`config.mk`:
```
export PLATFORM = sky130hd
export DESIGN_NAME = wire_debouncer_flat
export DESIGN_NICKNAME = d
export VERILOG_FILES = /design/src/rtl/wire_debouncer_if.sv /design/src/rtl/wire_debouncer.sv /design/src/flat_wrapper.sv
export SDC_FILE = /design/constraint.sdc
export NUM_CORES = 1
export LEC_CHECK = 0
export CAP_MARGIN = 5
export CORE_MARGIN = 10
export CORE_UTILIZATION = 25
export DETAILED_ROUTE_END_ITERATION = 12
export PLACE_DENSITY_LB_ADDON = 0.05
export REMOVE_ABC_BUFFERS = 1
export SKIP_CTS_REPAIR_TIMING = 1
export SLEW_MARGIN = 30
export SYNTH_ARGS = -nofsm -noshare
export SYNTH_HDL_FRONTEND = slang
export SYNTH_SLANG_ARGS = --single-unit
```
`constraint.sdc`:
```
create_clock -name clk -period 2.93 [get_ports clk]
set_clock_uncertainty 0.2 [all_clocks]
set_input_delay 0.293 -clock clk [delete_from_list [all_inputs] [get_ports clk]]
set_output_delay 0.293 -clock clk [all_outputs]
set_load 0.05 [all_outputs]
```
`src/rtl/wire_debouncer_if.sv`:
```
// Signal bundle between the wire header conditioning stage and its consumers.
// The slave side is the debouncer itself; the master side supplies raw pins and reads clean levels.
interface wire_debouncer_if #(
    parameter int WIDTH = 6
);
    logic [WIDTH-1:0] wire_raw;
    logic [WIDTH-1:0] wire_clean;
    logic [WIDTH-1:0] cut_pulse;
    logic [WIDTH-1:0] insert_pulse;
    logic             wire_changed;
    logic [2:0]       wire_count;
    logic             settled;

    modport master (
        output wire_raw,
        input  wire_clean,
        input  cut_pulse,
        input  insert_pulse,
        input  wire_changed,
        input  wire_count,
        input  settled
    );

    modport slave (
        input  wire_raw,
        output wire_clean,
        output cut_pulse,
        output insert_pulse,
        output wire_changed,
        output wire_count,
        output settled
    );
endinterface

```
`src/rtl/wire_debouncer.sv`:
```
// Synchronises and debounces the wire header pins, producing clean levels,
// one-cycle cut/insert pulses (suppressed until power-up settle) and a popcount.
module wire_debouncer #(
    parameter int WIDTH           = 6,
    parameter int DEBOUNCE_CYCLES = 50000
) (
    input logic            clk,
    input logic            rst,
    wire_debouncer_if.slave bus
);
    localparam int CNT_W = $clog2(DEBOUNCE_CYCLES + 1);
    localparam int SET_W = $clog2(DEBOUNCE_CYCLES + 3);
    localparam logic [CNT_W-1:0] CNT_LAST = CNT_W'(DEBOUNCE_CYCLES - 1);
    localparam logic [SET_W-1:0] SET_LAST = SET_W'(DEBOUNCE_CYCLES + 2);

    logic [WIDTH-1:0] sync1_p0;
    logic [WIDTH-1:0] sync2_p1;
    logic [CNT_W-1:0] mis_cnt_p1 [WIDTH];
    logic [WIDTH-1:0] clean_p2;
    logic [WIDTH-1:0] cut_p2;
    logic [WIDTH-1:0] insert_p2;
    logic             changed_p2;
    logic [SET_W-1:0] settle_cnt;
    logic             settled;
    logic [WIDTH-1:0] accept;

    function automatic logic [2:0] popcount(input logic [WIDTH-1:0] v);
        logic [2:0] c;
        c = '0;
        for (int i = 0; i < WIDTH; i++) begin
            c = c + 3'(v[i]);
        end
        return c;
    endfunction

    // A bit is accepted on the edge its mismatch run reaches DEBOUNCE_CYCLES.
    always_comb begin
        accept = '0;
        for (int i = 0; i < WIDTH; i++) begin
            accept[i] = (sync2_p1[i] != clean_p2[i]) && (mis_cnt_p1[i] == CNT_LAST);
        end
    end

    // Stage p0/p1: two-flop synchroniser into the mismatch counters
    always_ff @(posedge clk) begin
        if (rst) begin
            sync1_p0 <= '0;
            sync2_p1 <= '0;
            for (int i = 0; i < WIDTH; i++) begin
                mis_cnt_p1[i] <= '0;
            end
        end else begin
            sync1_p0 <= bus.wire_raw;
            sync2_p1 <= sync1_p0;
            for (int i = 0; i < WIDTH; i++) begin
                if (sync2_p1[i] == clean_p2[i] || accept[i]) begin
                    mis_cnt_p1[i] <= '0;
                end else begin
                    mis_cnt_p1[i] <= mis_cnt_p1[i] + CNT_W'(1);
                end
            end
        end
    end

    // Stage p2: clean levels and edge pulses, gated by the settle window
    always_ff @(posedge clk) begin
        if (rst) begin
            clean_p2   <= '0;
            cut_p2     <= '0;
            insert_p2  <= '0;
            changed_p2 <= 1'b0;
        end else begin
            clean_p2   <= clean_p2 ^ accept;
            cut_p2     <= settled ? (accept & clean_p2)  : '0;
            insert_p2  <= settled ? (accept & ~clean_p2) : '0;
            changed_p2 <= settled && (|accept);
        end
    end

    // Settle window: rises DEBOUNCE_CYCLES+2 edges after reset release, one past the
    // acceptance of levels held from reset, so connected wires never pulse at power-up.
    always_ff @(posedge clk) begin
        if (rst) begin
            settle_cnt <= '0;
            settled    <= 1'b0;
        end else if (!settled) begin
            if (settle_cnt == SET_LAST) begin
                settled <= 1'b1;
            end else begin
                settle_cnt <= settle_cnt + SET_W'(1);
            end
        end
    end

    assign bus.wire_clean   = clean_p2;
    assign bus.cut_pulse    = cut_p2;
    assign bus.insert_pulse = insert_p2;
    assign bus.wire_changed = changed_p2;
    assign bus.wire_count   = popcount(clean_p2);
    assign bus.settled      = settled;
endmodule

```
`src/flat_wrapper.sv`:
```
// flat-port wrapper written by rule: the top's interface ports become plain ports
module wire_debouncer_flat 
#(
    parameter int WIDTH           = 6,
    parameter int DEBOUNCE_CYCLES = 50000
)
  (clk, rst, bus_wire_raw, bus_wire_clean, bus_cut_pulse, bus_insert_pulse, bus_wire_changed, bus_wire_count, bus_settled);
  wire_debouncer_if #(.WIDTH(WIDTH)) bus_i ();
  input logic clk;
  input logic rst;
  input wire logic [$bits(bus_i.wire_raw)-1:0] bus_wire_raw;
  output wire logic [$bits(bus_i.wire_clean)-1:0] bus_wire_clean;
  output wire logic [$bits(bus_i.cut_pulse)-1:0] bus_cut_pulse;
  output wire logic [$bits(bus_i.insert_pulse)-1:0] bus_insert_pulse;
  output wire logic [$bits(bus_i.wire_changed)-1:0] bus_wire_changed;
  output wire logic [$bits(bus_i.wire_count)-1:0] bus_wire_count;
  output wire logic [$bits(bus_i.settled)-1:0] bus_settled;
  assign bus_i.wire_raw = bus_wire_raw;
  assign bus_wire_clean = bus_i.wire_clean;
  assign bus_cut_pulse = bus_i.cut_pulse;
  assign bus_insert_pulse = bus_i.insert_pulse;
  assign bus_wire_changed = bus_i.wire_changed;
  assign bus_wire_count = bus_i.wire_count;
  assign bus_settled = bus_i.settled;
  wire_debouncer #(.WIDTH(WIDTH), .DEBOUNCE_CYCLES(DEBOUNCE_CYCLES)) u_core (.clk(clk), .rst(rst), .bus(bus_i));
endmodule
```
**After elaboration in Yosys (flattened, before gate mapping)**

Memories as Yosys holds them, arrays and structs flattened.
Index checks and enable logic that the tools add are counted.

- Memory bits (writable): 96
- Memories kept: 1
- Input port bits: 8
- Word-level logic and storage cells: 126
- Output and inout port bits: 23
- Register bits after elaboration: 48

- Multiplexer cells: 52
- Reduce and logical (&&, ||, !) cells: 16
- Add/sub/neg operators: 12
- Equality and inequality tests: 19
- Bitwise gates (word level): 18

Memory list:

| memory | depth | width | read ports | clocked after memory_dff | write ports | RTL line | text |
|---|---|---|---|---|---|---|---|
| u_core.mis_cnt_p1 | 6 | 16 | 6 | 0 | 6 | wire_debouncer.sv:18 | `logic [CNT_W-1:0] mis_cnt_p1 [WIDTH];` |

Operators by type and width:

| cell | number |
|---|---|
| two-way mux 16 bit | 12 |
| adder 16 x 1 -> 16 bit, second input constant | 7 |
| == test 16 bit, second input constant | 7 |
| two-way mux 1 bit | 40 |
| adder 3 x 1 -> 3 bit | 4 |
| bitwise AND 6 bit | 2 |
| bitwise OR 1 bit | 12 |
| logical AND 1 bit | 7 |
| == test 1 bit | 6 |
| logical OR 1 bit | 6 |
| != test 1 bit | 6 |
| NOT 6 bit | 1 |
| OR reduction 6 bit | 1 |
| XOR 6 bit | 1 |
| adder 1 x 1 -> 2 bit | 1 |
| NOT 1 bit | 2 |
| AND reduction 2 bit | 1 |
| OR reduction 2 bit | 1 |

**Logic depth before layout (Yosys ltp)**

Gate-level depths: netlist of run 1.
An unclocked memory read counts as a cell.

- Depth after elaboration: 9
- Mapped depth: 8
- Depth with buffers taken out: 6

**Worst setup path before layout of run 1**

No wires, ideal clock.

- Kind: reg-to-output
- Start point: reg (tool-made name)
- End point: out bus_wire_count[1]
- Cell stages (with the launch flop): 7
- Data required time: 2.437 ns
- Path buffers: 0
- Data arrival time: 2.625 ns
- Setup slack: -0.188 ns
- Cell sequence: dfxtp_1 ha_1 inv_1 fa_1 inv_1 fa_1 fa_1

RTL lines:

| item | RTL line | text |
|---|---|---|
| to (decl) | flat_wrapper.sv:16 | `output wire logic [$bits(bus_i.wire_count)-1:0] bus_wire_count;` |

==> results of run 1 <==
## final cells by class
cell class,instances,area share
Sequential cell,144,0.427
Multi-Input combinational cell,588,0.392
Clock buffer,25,0.0608
Tap cell,384,0.0533
Timing Repair Buffer,42,0.0455
Clock inverter,7,0.0130
Inverter,21,0.00874
## cells by family (layout without fill, tap and decap cells)
logic type	count (synthesis)	in the layout	share of synthesized area
xor gates and xnor gates	76	76	0.0917
other	1	96	0.000517
buffers and inverters	51	95	0.0352
DFF	144	144	0.530
and+or+nand+nor	333	333	0.262
adders and majority gates	12	12	0.0238
AOI/OAI and AO/OA	67	67	0.0519
muxes	4	4	0.00569
## routing by layer
metal	GRT usage	vias to the layer above	wire (µm)
met2	0.142	46	6930
met4	0.0260	0	153
li1	-	2665	-
met3	0.0256	10	428
met1	0.125	2424	8200
met5	0	-	0
## layout by cell type, fill, tap and decap left out, types with 26 or more instances in the layout
cell,netlist,final
sky130_fd_sc_hd__a21oi_1,32,32
sky130_fd_sc_hd__dfxtp_1,48,46
sky130_fd_sc_hd__edfxtp_1,96,96
sky130_fd_sc_hd__conb_1,1,96
sky130_fd_sc_hd__nand3_1,36,36
sky130_fd_sc_hd__xor2_1,43,43
sky130_fd_sc_hd__nand2_1,36,36
sky130_fd_sc_hd__clkdlybuf4s50_1,0,26
sky130_fd_sc_hd__nor2_1,88,88
sky130_fd_sc_hd__xnor2_1,33,33
sky130_fd_sc_hd__nand4_1,31,31
## through the flow
stage,area (µm²),hold WS (ns)
6_report,9010,0.165
5_1_grt,9010,0.197
4_1_cts,8990,0.168
3_5_place_dp,8320,0.228
3_3_place_gp,8320,0.226
2_1_floorplan,7440,0.162
## final timing paths
path	endpoint	slack, ns
worst max-delay path	bus_wire_count[1]	-0.19
worst min-delay path	u_core.settle_cnt[9]$_SDFFE_PP0P_	0.17
worst min register to register	u_core.sync2_p1[0]$_SDFF_PP0_	0.24
worst max register to register	u_core.mis_cnt_p1[0][47]$_SDFFCE_PN0P_	0.54
## state kept, by name (all words and copies together) (netlist names), named ones only
register / count
u_core.mis_cnt_p1: 96
u_core.settle_cnt: 16
u_core.bus.cut_pulse: 6
u_core.bus.insert_pulse: 6
u_core.sync1_p0: 6
u_core.sync2_p1: 6
u_core.bus.settled: 1
u_core.bus.wire_changed: 1
## worst register-to-register path, delay by kind of cell (launching register included)
kind | cells | cell delay (ns)
adders and majority gates | 1 | 0.24
and+or+nand+nor | 3 | 1.15
DFF | 1 | 0.42
AOI/OAI and AO/OA | 1 | 0.23
## power by group
part           total (µW)  switching, µW  internal (µW)  leakage [µW]
logic                 160           91.2           68.3       0.00139
registers            2310           72.7           2230       0.00138
clock network        2400            846           1560      0.000320
total                4870           1010           3860       0.00309
==> run summary, run 1 <==
## Floorplanning
- number of rows created at floorplan: 62
- DIE AREA: 0.0362 mm²
- Top Ports: 31
- placeable core region: 0.0287 mm²
- initial core utilization: 0.253
- Die Wd: 190 µm
- vertical die dimension: 190 µm

## Timing
- worst slew slack as a fraction of its limit: 0.612
- RSZ-0062 raised after global routing: yes
- least setup slack across all paths after layout: -0.194 ns
- Hold Violations, Final: 0
- setup_tns: -0.194 ns
- slew at the pin closest to its max-slew limit: 0.582 ns
- Slew Limit Fails: 0
- count of final setup violators: 1
- Period Utilization, post-route: 1.07
- min cycle time layout: 3.12 ns
- highest clock frequency the design can meet: 0.320 GHz

## Clock tree
- Bufs on Longest Clock Path: 2
- clk slew on worst S/H paths: 0.06 ns
- clock latency at the later pin of the worst-skew pair: 0.42 ns
- clock tree from TritonCTS: built
- clk root buf: sky130_fd_sc_hd__clkbuf_16
- htree depth: 4
- TritonCTS sink count: 144
- number of CTS-inserted buffers: 17

## Drt
- remaining routing DRC violations: 0
- via density per instance: 4.25
- Routed WL: 15,700 µm
- count of TritonRoute iterations in the first routing pass: 5
- post-detailed-route count of antenna-violating nets: 0
- vias post-DR: 5,145
- average detailed-routed wire length per instance: 13.0 µm
- first-iteration detailed-routing DRC count: 294

## Place
- Placed Cells: 1,179
- RePlAce Congestion: 0.753
- HPWL after detailed placement: 11,400 µm
- total of buffers placed on input and output ports: 30
- worst setup timing slack at the placement stage: 0.154 ns

## Synth
- Post-Synthesis Cells: 688
- synthesized area divided by synthesized cell count: 10.5 µm²
- cell types with the highest counts after synthesis: sky130_fd_sc_hd__edfxtp_1 (96), sky130_fd_sc_hd__nor2_1 (88), sky130_fd_sc_hd__dfxtp_1 (48), sky130_fd_sc_hd__xor2_1 (43)
- dominant cell by count in the synthesized netlist: sky130_fd_sc_hd__edfxtp_1
- top flip-flop cell by instance count after synthesis: sky130_fd_sc_hd__edfxtp_1
- area share of the largest cell type after synthesis: 0.397
- async set-reset flop share out of synthesis: 0
- largest area contributor in the netlist: sky130_fd_sc_hd__edfxtp_1
- Syn Std Cell Area: 0.00726 mm²
- Yosys Warn Count: 0
- number of storage elements in the synthesis netlist: 144
- distinct cell type count after synthesis: 57
- top area cells in the synthesized netlist: sky130_fd_sc_hd__edfxtp_1 (40%), sky130_fd_sc_hd__dfxtp_1 (13%), sky130_fd_sc_hd__xor2_1 (5.2%)
- Post-synth EDFFs: 96
- sequential area share after synthesis: 0.530

## Critical path
- CP arrival: 2.63 ns
- cell with the most instances on the worst path: sky130_fd_sc_hd__fa_2
- Buf+Inv Stages, Crit Path: 3
- Worst Setup End Kind: output port
- startpoint type of the worst setup path: flop
- Slowest-stage cell, CP: sky130_fd_sc_hd__fa_2
- startpoint-to-endpoint class of the critical path: reg -> out
- reg-to-reg critical path startpoint: u_core.mis_cnt_p1[0][32]$_SDFFCE_PN0P_
- crit path max fanout: 2
- depth of the worst register-to-register path: 5
- series of cell instances along the critical path: ha_4 > inv_2 > fa_1 > inv_1 > fa_2 > fa_2 > buf_12
- Worst Path Required: 2.44 ns
- Crit path largest cell delay: 0.58 ns
- Worst path top cell family by delay: adder cells
- Critical Path Stages: 7

## Min path
- hold path cells: 2
- Hold Crit Start: rst
- Hold Crit Class: in -> reg

## GRT
- number of global-route vias before repair: 5,273
- overflow left after global routing: 0
- maximum number of pins on one net before global-route repair: 29
- number of antenna violations at the first check in global routing: 0
- global routing usage summed across all routing layers: 0.0926
- first-pass GRT wire length: 27,200 µm

## Cells and area
- utilization after layout: 0.314
- diode insertion count for antenna repair: 0
- post-layout net count: 834
- Multi-input gate area: 0.00353 mm²
- number of standard cells in the final layout excluding fillers: 1,211
- fill cell instance count of the final layout: 3,016
- fraction of layout cells with a size suffix above 1: 0.0786
- Area Growth Syn to Fin: 24.2%
- flip-flop and latch area: 0.00385 mm²

## Power and ir drop
- largest voltage drop on the vdd net: 0.298 mV
- total power after layout: 4870 µW
- static leakage power: 0.00309 µW
- total power density per cell area: 540 mW/mm²

## Outcome
- failing checks: setup timing
- status: complete, but fails checks

## Flow run
- max-cap check violation count: 0

No activity file was read; power rests on OpenSTA's default activity.
==> inputs of run 2 (changes only) <==
- DONT_BUFFER_PORTS: default -> 1
==> run summary, run 2 (same netlist as run 1, synthesis figures left out) <==
## Drt
- average detailed-routed wire length per instance: 13.3 µm
- count of TritonRoute iterations in the first routing pass: 4
- via density per instance: 4.27
- post-detailed-route count of antenna-violating nets: 0
- Routed WL: 15,800 µm
- Top Layer Used: met4
- WL met2: 7000 µm
- first-iteration detailed-routing DRC count: 301
- wire length on met3: 629 µm
- DRT met1 WL: 8060 µm
- remaining routing DRC violations: 0
- vias post-DR: 5,090

## Clock tree
- clk slew on worst S/H paths: 0.06 ns
- htree depth: 4
- Bufs on Longest Clock Path: 2
- clock tree from TritonCTS: built
- TritonCTS sink count: 144
- number of CTS-inserted buffers: 17
- clk root buf: sky130_fd_sc_hd__clkbuf_16
- clock latency at the later pin of the worst-skew pair: 0.42 ns

## Power and ir drop
- share of total power in sequential cells: 0.478
- switching pwr: 1030 µW
- static leakage power: 0.00302 µW
- total power density per cell area: 548 mW/mm²
- internal power contribution: 3800 µW
- Sw Ratio: 0.212
- fraction of power consumed by combinational cells: 0.033
- total power after layout: 4830 µW
- clock power share: 0.489
- largest voltage drop on the vdd net: 0.301 mV

## Flow run
- max-cap check violation count: 0

## Timing
- worst slew slack as a fraction of its limit: 0.524
- min cycle time layout: 3.13 ns
- least setup slack across all paths after layout: -0.201 ns
- RSZ-0062 raised after global routing: yes
- count of final setup violators: 2
- Slew Limit Fails: 0
- worst hold slack after final layout: 0.00209 ns
- Hold Violations, Final: 0
- slew at the pin closest to its max-slew limit: 0.713 ns
- highest clock frequency the design can meet: 0.319 GHz
- Period Utilization, post-route: 1.07

## Place
- worst setup timing slack at the placement stage: 0.157 ns
- HPWL after detailed placement: 11,400 µm
- RePlAce Congestion: 0.727
- Placed Cells: 1,153
- total of buffers placed on input and output ports: 0

## GRT
- number of antenna violations at the first check in global routing: 0
- number of global-route vias before repair: 5,126
- first-pass GRT wire length: 26,400 µm
- maximum number of pins on one net before global-route repair: 45
- global routing usage summed across all routing layers: 0.0900
- overflow left after global routing: 0

## Floorplanning
- Top Ports: 31
- vertical die dimension: 190 µm
- DIE AREA: 0.0362 mm²
- initial core utilization: 0.253
- Die Wd: 190 µm
- placeable core region: 0.0287 mm²
- number of rows created at floorplan: 62

## Critical path
- startpoint type of the worst setup path: flop
- Worst Setup End Kind: output port
- CP arrival: 2.64 ns
- startpoint-to-endpoint class of the critical path: reg -> out
- crit path max fanout: 2
- Worst Path Required: 2.44 ns

## Outcome
- status: complete, but fails checks
- failing checks: setup timing

## Cells and area
- post-layout net count: 816
- utilization after layout: 0.307
- Multi-input gate area: 0.00353 mm²
- fraction of layout cells with a size suffix above 1: 0.0779
- Area Growth Syn to Fin: 21.3%
- flip-flop and latch area: 0.00385 mm²
- top library cells by usage in the layout, fill and taps aside: sky130_fd_sc_hd__edfxtp_1 (96), sky130_fd_sc_hd__conb_1 (96), sky130_fd_sc_hd__nor2_1 (88), sky130_fd_sc_hd__dfxtp_1 (46), sky130_fd_sc_hd__xor2_1 (43)
- fill cell instance count of the final layout: 3,055
- number of standard cells in the final layout excluding fillers: 1,193
- number of flip-flops under the largest register name: 96
- diode insertion count for antenna repair: 0
- register with the highest flop count: u_core.mis_cnt_p1
- Top Registers: u_core.mis_cnt_p1 (96), u_core.settle_cnt (16)

## Min path
- Hold Crit Class: in -> reg

==> run 2: worst max-delay path, cell delays in order, from the launching register on <==
cell	delay, ns
sky130_fd_sc_hd__dfxtp_2	0.34
sky130_fd_sc_hd__ha_4	0.26
sky130_fd_sc_hd__inv_2	0.03
sky130_fd_sc_hd__fa_1	0.46
sky130_fd_sc_hd__inv_1	0.05
sky130_fd_sc_hd__fa_2	0.37
sky130_fd_sc_hd__fa_2	0.58
sky130_fd_sc_hd__buf_12	0.14
==> run 2: layout make-up <==
cell class	instances	area share
Clock buffer	19	0.0492
Clock inverter	13	0.0219
Timing Repair Buffer	24	0.0276
Inverter	21	0.00895
Sequential cell	144	0.437
Tap cell	384	0.0546
Multi-Input combinational cell	588	0.401
==> run 2: final timing paths <==
check / start / end / slack [ns] / depth (start not counted)
max: flop / bus_wire_count[1] / -0.20 / 7
min: rst / u_core.bus.cut_pulse[5]$_SDFF_PP0_ / 0.002 / 3
max reg2reg: u_core.mis_cnt_p1[0][32]$_SDFFCE_PN0P_ / u_core.mis_cnt_p1[0][45]$_SDFFCE_PN0P_ / 0.56 / 5
min reg2reg: u_core.sync1_p0[2]$_SDFF_PP0_ / u_core.sync2_p1[2]$_SDFF_PP0_ / 0.24 / 1
==> run 2: power groups by stage <==
stage / Clock [µW] / Sequential, µW / Combinational [µW]
6_report: 2360 / 2310 / 158
5_1_grt: 2510 / 2320 / 185
4_1_cts: 2430 / 2310 / 139
3_5_place_dp: 0 / 2350 / 137
3_3_place_gp: 0 / 2350 / 137
2_1_floorplan: 0 / 2330 / 113
==> run 2: metrics by stage <==
step                setup TNS, ns  area, µm²
global placement                0       8060
floorplan                  -0.188       7440
global route               -0.441       8810
CTS                        -0.519       8690
finish                     -0.220       8810
detailed placement              0       8060
==> run 2: metal layers <==
layer,global-route usage,vias up
met2,0.137,35
li1,-,2626
met4,0.0263,0
met3,0.0304,9
met5,0,-
met1,0.118,2420
==> inputs of run 3 (changes only) <==
- CORE_ASPECT_RATIO: default -> 1.2
- MAX_ROUTING_LAYER: default -> met4
==> run summary, run 3 (same netlist as run 1, synthesis figures left out) <==
## Timing
- Period Utilization, post-route: 1.09
- setup_tns: -0.346 ns
- Hold Violations, Final: 0
- highest clock frequency the design can meet: 0.313 GHz
- min cycle time layout: 3.20 ns
- slew at the pin closest to its max-slew limit: 0.696 ns
- worst slew slack as a fraction of its limit: 0.535
- RSZ-0062 raised after global routing: yes
- least setup slack across all paths after layout: -0.268 ns
- worst hold slack after final layout: 0.0347 ns
- Slew Limit Fails: 0
- count of final setup violators: 2

## Clock tree
- number of CTS-inserted buffers: 17
- Bufs on Longest Clock Path: 2
- htree depth: 4
- TritonCTS sink count: 144
- clk slew on worst S/H paths: 0.07 ns
- clock tree from TritonCTS: built
- clock latency at the later pin of the worst-skew pair: 0.42 ns
- clk root buf: sky130_fd_sc_hd__clkbuf_16

## Critical path
- crit path max fanout: 2
- Worst Path Required: 2.44 ns
- depth of the worst register-to-register path: 6
- series of cell instances along the critical path: ha_4 > inv_2 > fa_1 > inv_2 > fa_2 > fa_2 > buf_12
- startpoint-to-endpoint class of the critical path: reg -> out
- startpoint type of the worst setup path: flop
- Worst Setup End Kind: output port
- Slowest-stage cell, CP: sky130_fd_sc_hd__fa_2
- Buf+Inv Stages, Crit Path: 3
- Worst R2R Setup Slack: 0.41 ns
- Crit path largest cell delay: 0.59 ns
- Worst path top cell family by delay: adder cells
- CP arrival: 2.71 ns
- reg-to-reg critical path startpoint: u_core.mis_cnt_p1[0][16]$_SDFFCE_PN0P_

## Min path
- endpoint with the worst hold slack: u_core.mis_cnt_p1[0][81]$_SDFFCE_PN0P_
- Hold Crit Start: rst
- hold path cells: 2
- Hold Crit Class: in -> reg

## Drt
- remaining routing DRC violations: 0
- vias post-DR: 5,158
- average detailed-routed wire length per instance: 13.4 µm
- first-iteration detailed-routing DRC count: 273
- count of TritonRoute iterations in the first routing pass: 6
- via density per instance: 4.31
- post-detailed-route count of antenna-violating nets: 0
- Routed WL: 16,100 µm

## Cells and area
- fill cell instance count of the final layout: 3,051
- register with the highest flop count: u_core.mis_cnt_p1
- top library cells by usage in the layout, fill and taps aside: sky130_fd_sc_hd__edfxtp_1 (96), sky130_fd_sc_hd__conb_1 (96), sky130_fd_sc_hd__nor2_1 (88), sky130_fd_sc_hd__dfxtp_1 (46), sky130_fd_sc_hd__xor2_1 (43)
- post-layout net count: 818
- Area Growth Syn to Fin: 20.8%
- diode insertion count for antenna repair: 0
- number of flip-flops under the largest register name: 96
- Top Registers: u_core.mis_cnt_p1 (96), u_core.settle_cnt (16)
- fraction of layout cells with a size suffix above 1: 0.0826

## Outcome
- status: complete, but fails checks
- failing checks: setup timing

## GRT
- number of global-route vias before repair: 4,961
- maximum number of pins on one net before global-route repair: 45
- first-pass GRT wire length: 26,300 µm
- number of antenna violations at the first check in global routing: 0
- overflow left after global routing: 0
- global routing usage summed across all routing layers: 0.0937

## Place
- RePlAce Congestion: 0.763
- total of buffers placed on input and output ports: 0
- HPWL after detailed placement: 11,500 µm
- worst setup timing slack at the placement stage: 0.143 ns

## Power and ir drop
- static leakage power: 0.00302 µW
- total power density per cell area: 521 mW/mm²
- largest voltage drop on the vdd net: 0.309 mV

## Floorplanning
- Die Wd: 176 µm
- vertical die dimension: 207 µm
- initial core utilization: 0.253
- number of rows created at floorplan: 68
- DIE AREA: 0.0363 mm²
- Top Ports: 31
- placeable core region: 0.0287 mm²

## Flow run
- max-cap check violation count: 0

run 3: cell count changes in the layout (fill, tap and decap cells not counted), sizes merged:
cell | previous run | this run
bufinv | 5 | 0
inv | 21 | 26
clkbuf | 19 | 22
clkinv | 7 | 5
dlygate4sd3 | 7 | 9
clkinvlp | 1 | 0
run 3: stage by stage:
step	power [µW]	instances	utilization	cell area, µm²
after floorplan	2440	753	-	7440
after global placement	2490	1154	0.281	8070
after detailed placement	2490	1154	0.281	8070
after CTS	4630	1186	0.301	8630
after global routing	4770	1196	0.306	8770
final	4570	1196	0.306	8770
run 3: power breakdown:
group | switching (µW) | internal, µW
Clock | 886 | 1210
Sequential | 74.0 | 2230
Combinational | 89.6 | 69.9
run 3: cell type report:
class	instances	area, µm²	area share
Multi-Input combinational cell	588	3530	0.403
Inverter	21	78.8	0.00899
Clock inverter	10	70.1	0.00799
Tap cell	385	482	0.0549
Sequential cell	144	3850	0.439
Clock buffer	22	497	0.0566
Timing Repair Buffer	26	263	0.0300
run 3: layer usage:
layer | global-route usage | up-vias | routed length, µm
met5 | - | - | 0
met1 | 0.118 | 2455 | 7890
met3 | 0.0258 | 12 | 587
li1 | - | 2628 | -
met2 | 0.142 | 63 | 7380
met4 | 0.0346 | 0 | 212
run 3: how the worst max path moves through the flow:
| stage | start | endpoint | slack [ns] | cells after the start |
|---|---|---|---|---|
| after floorplan | flop | bus_wire_count[1] | -0.19 | 6 |
| after global placement | flop | bus_wire_count[1] | 0.17 | 7 |
| after detailed placement | flop | bus_wire_count[1] | 0.14 | 7 |
| after CTS | flop | bus_wire_count[1] | -0.35 | 7 |
| after global routing | flop | bus_wire_count[1] | -0.36 | 7 |
| final | flop | bus_wire_count[1] | -0.27 | 7 |
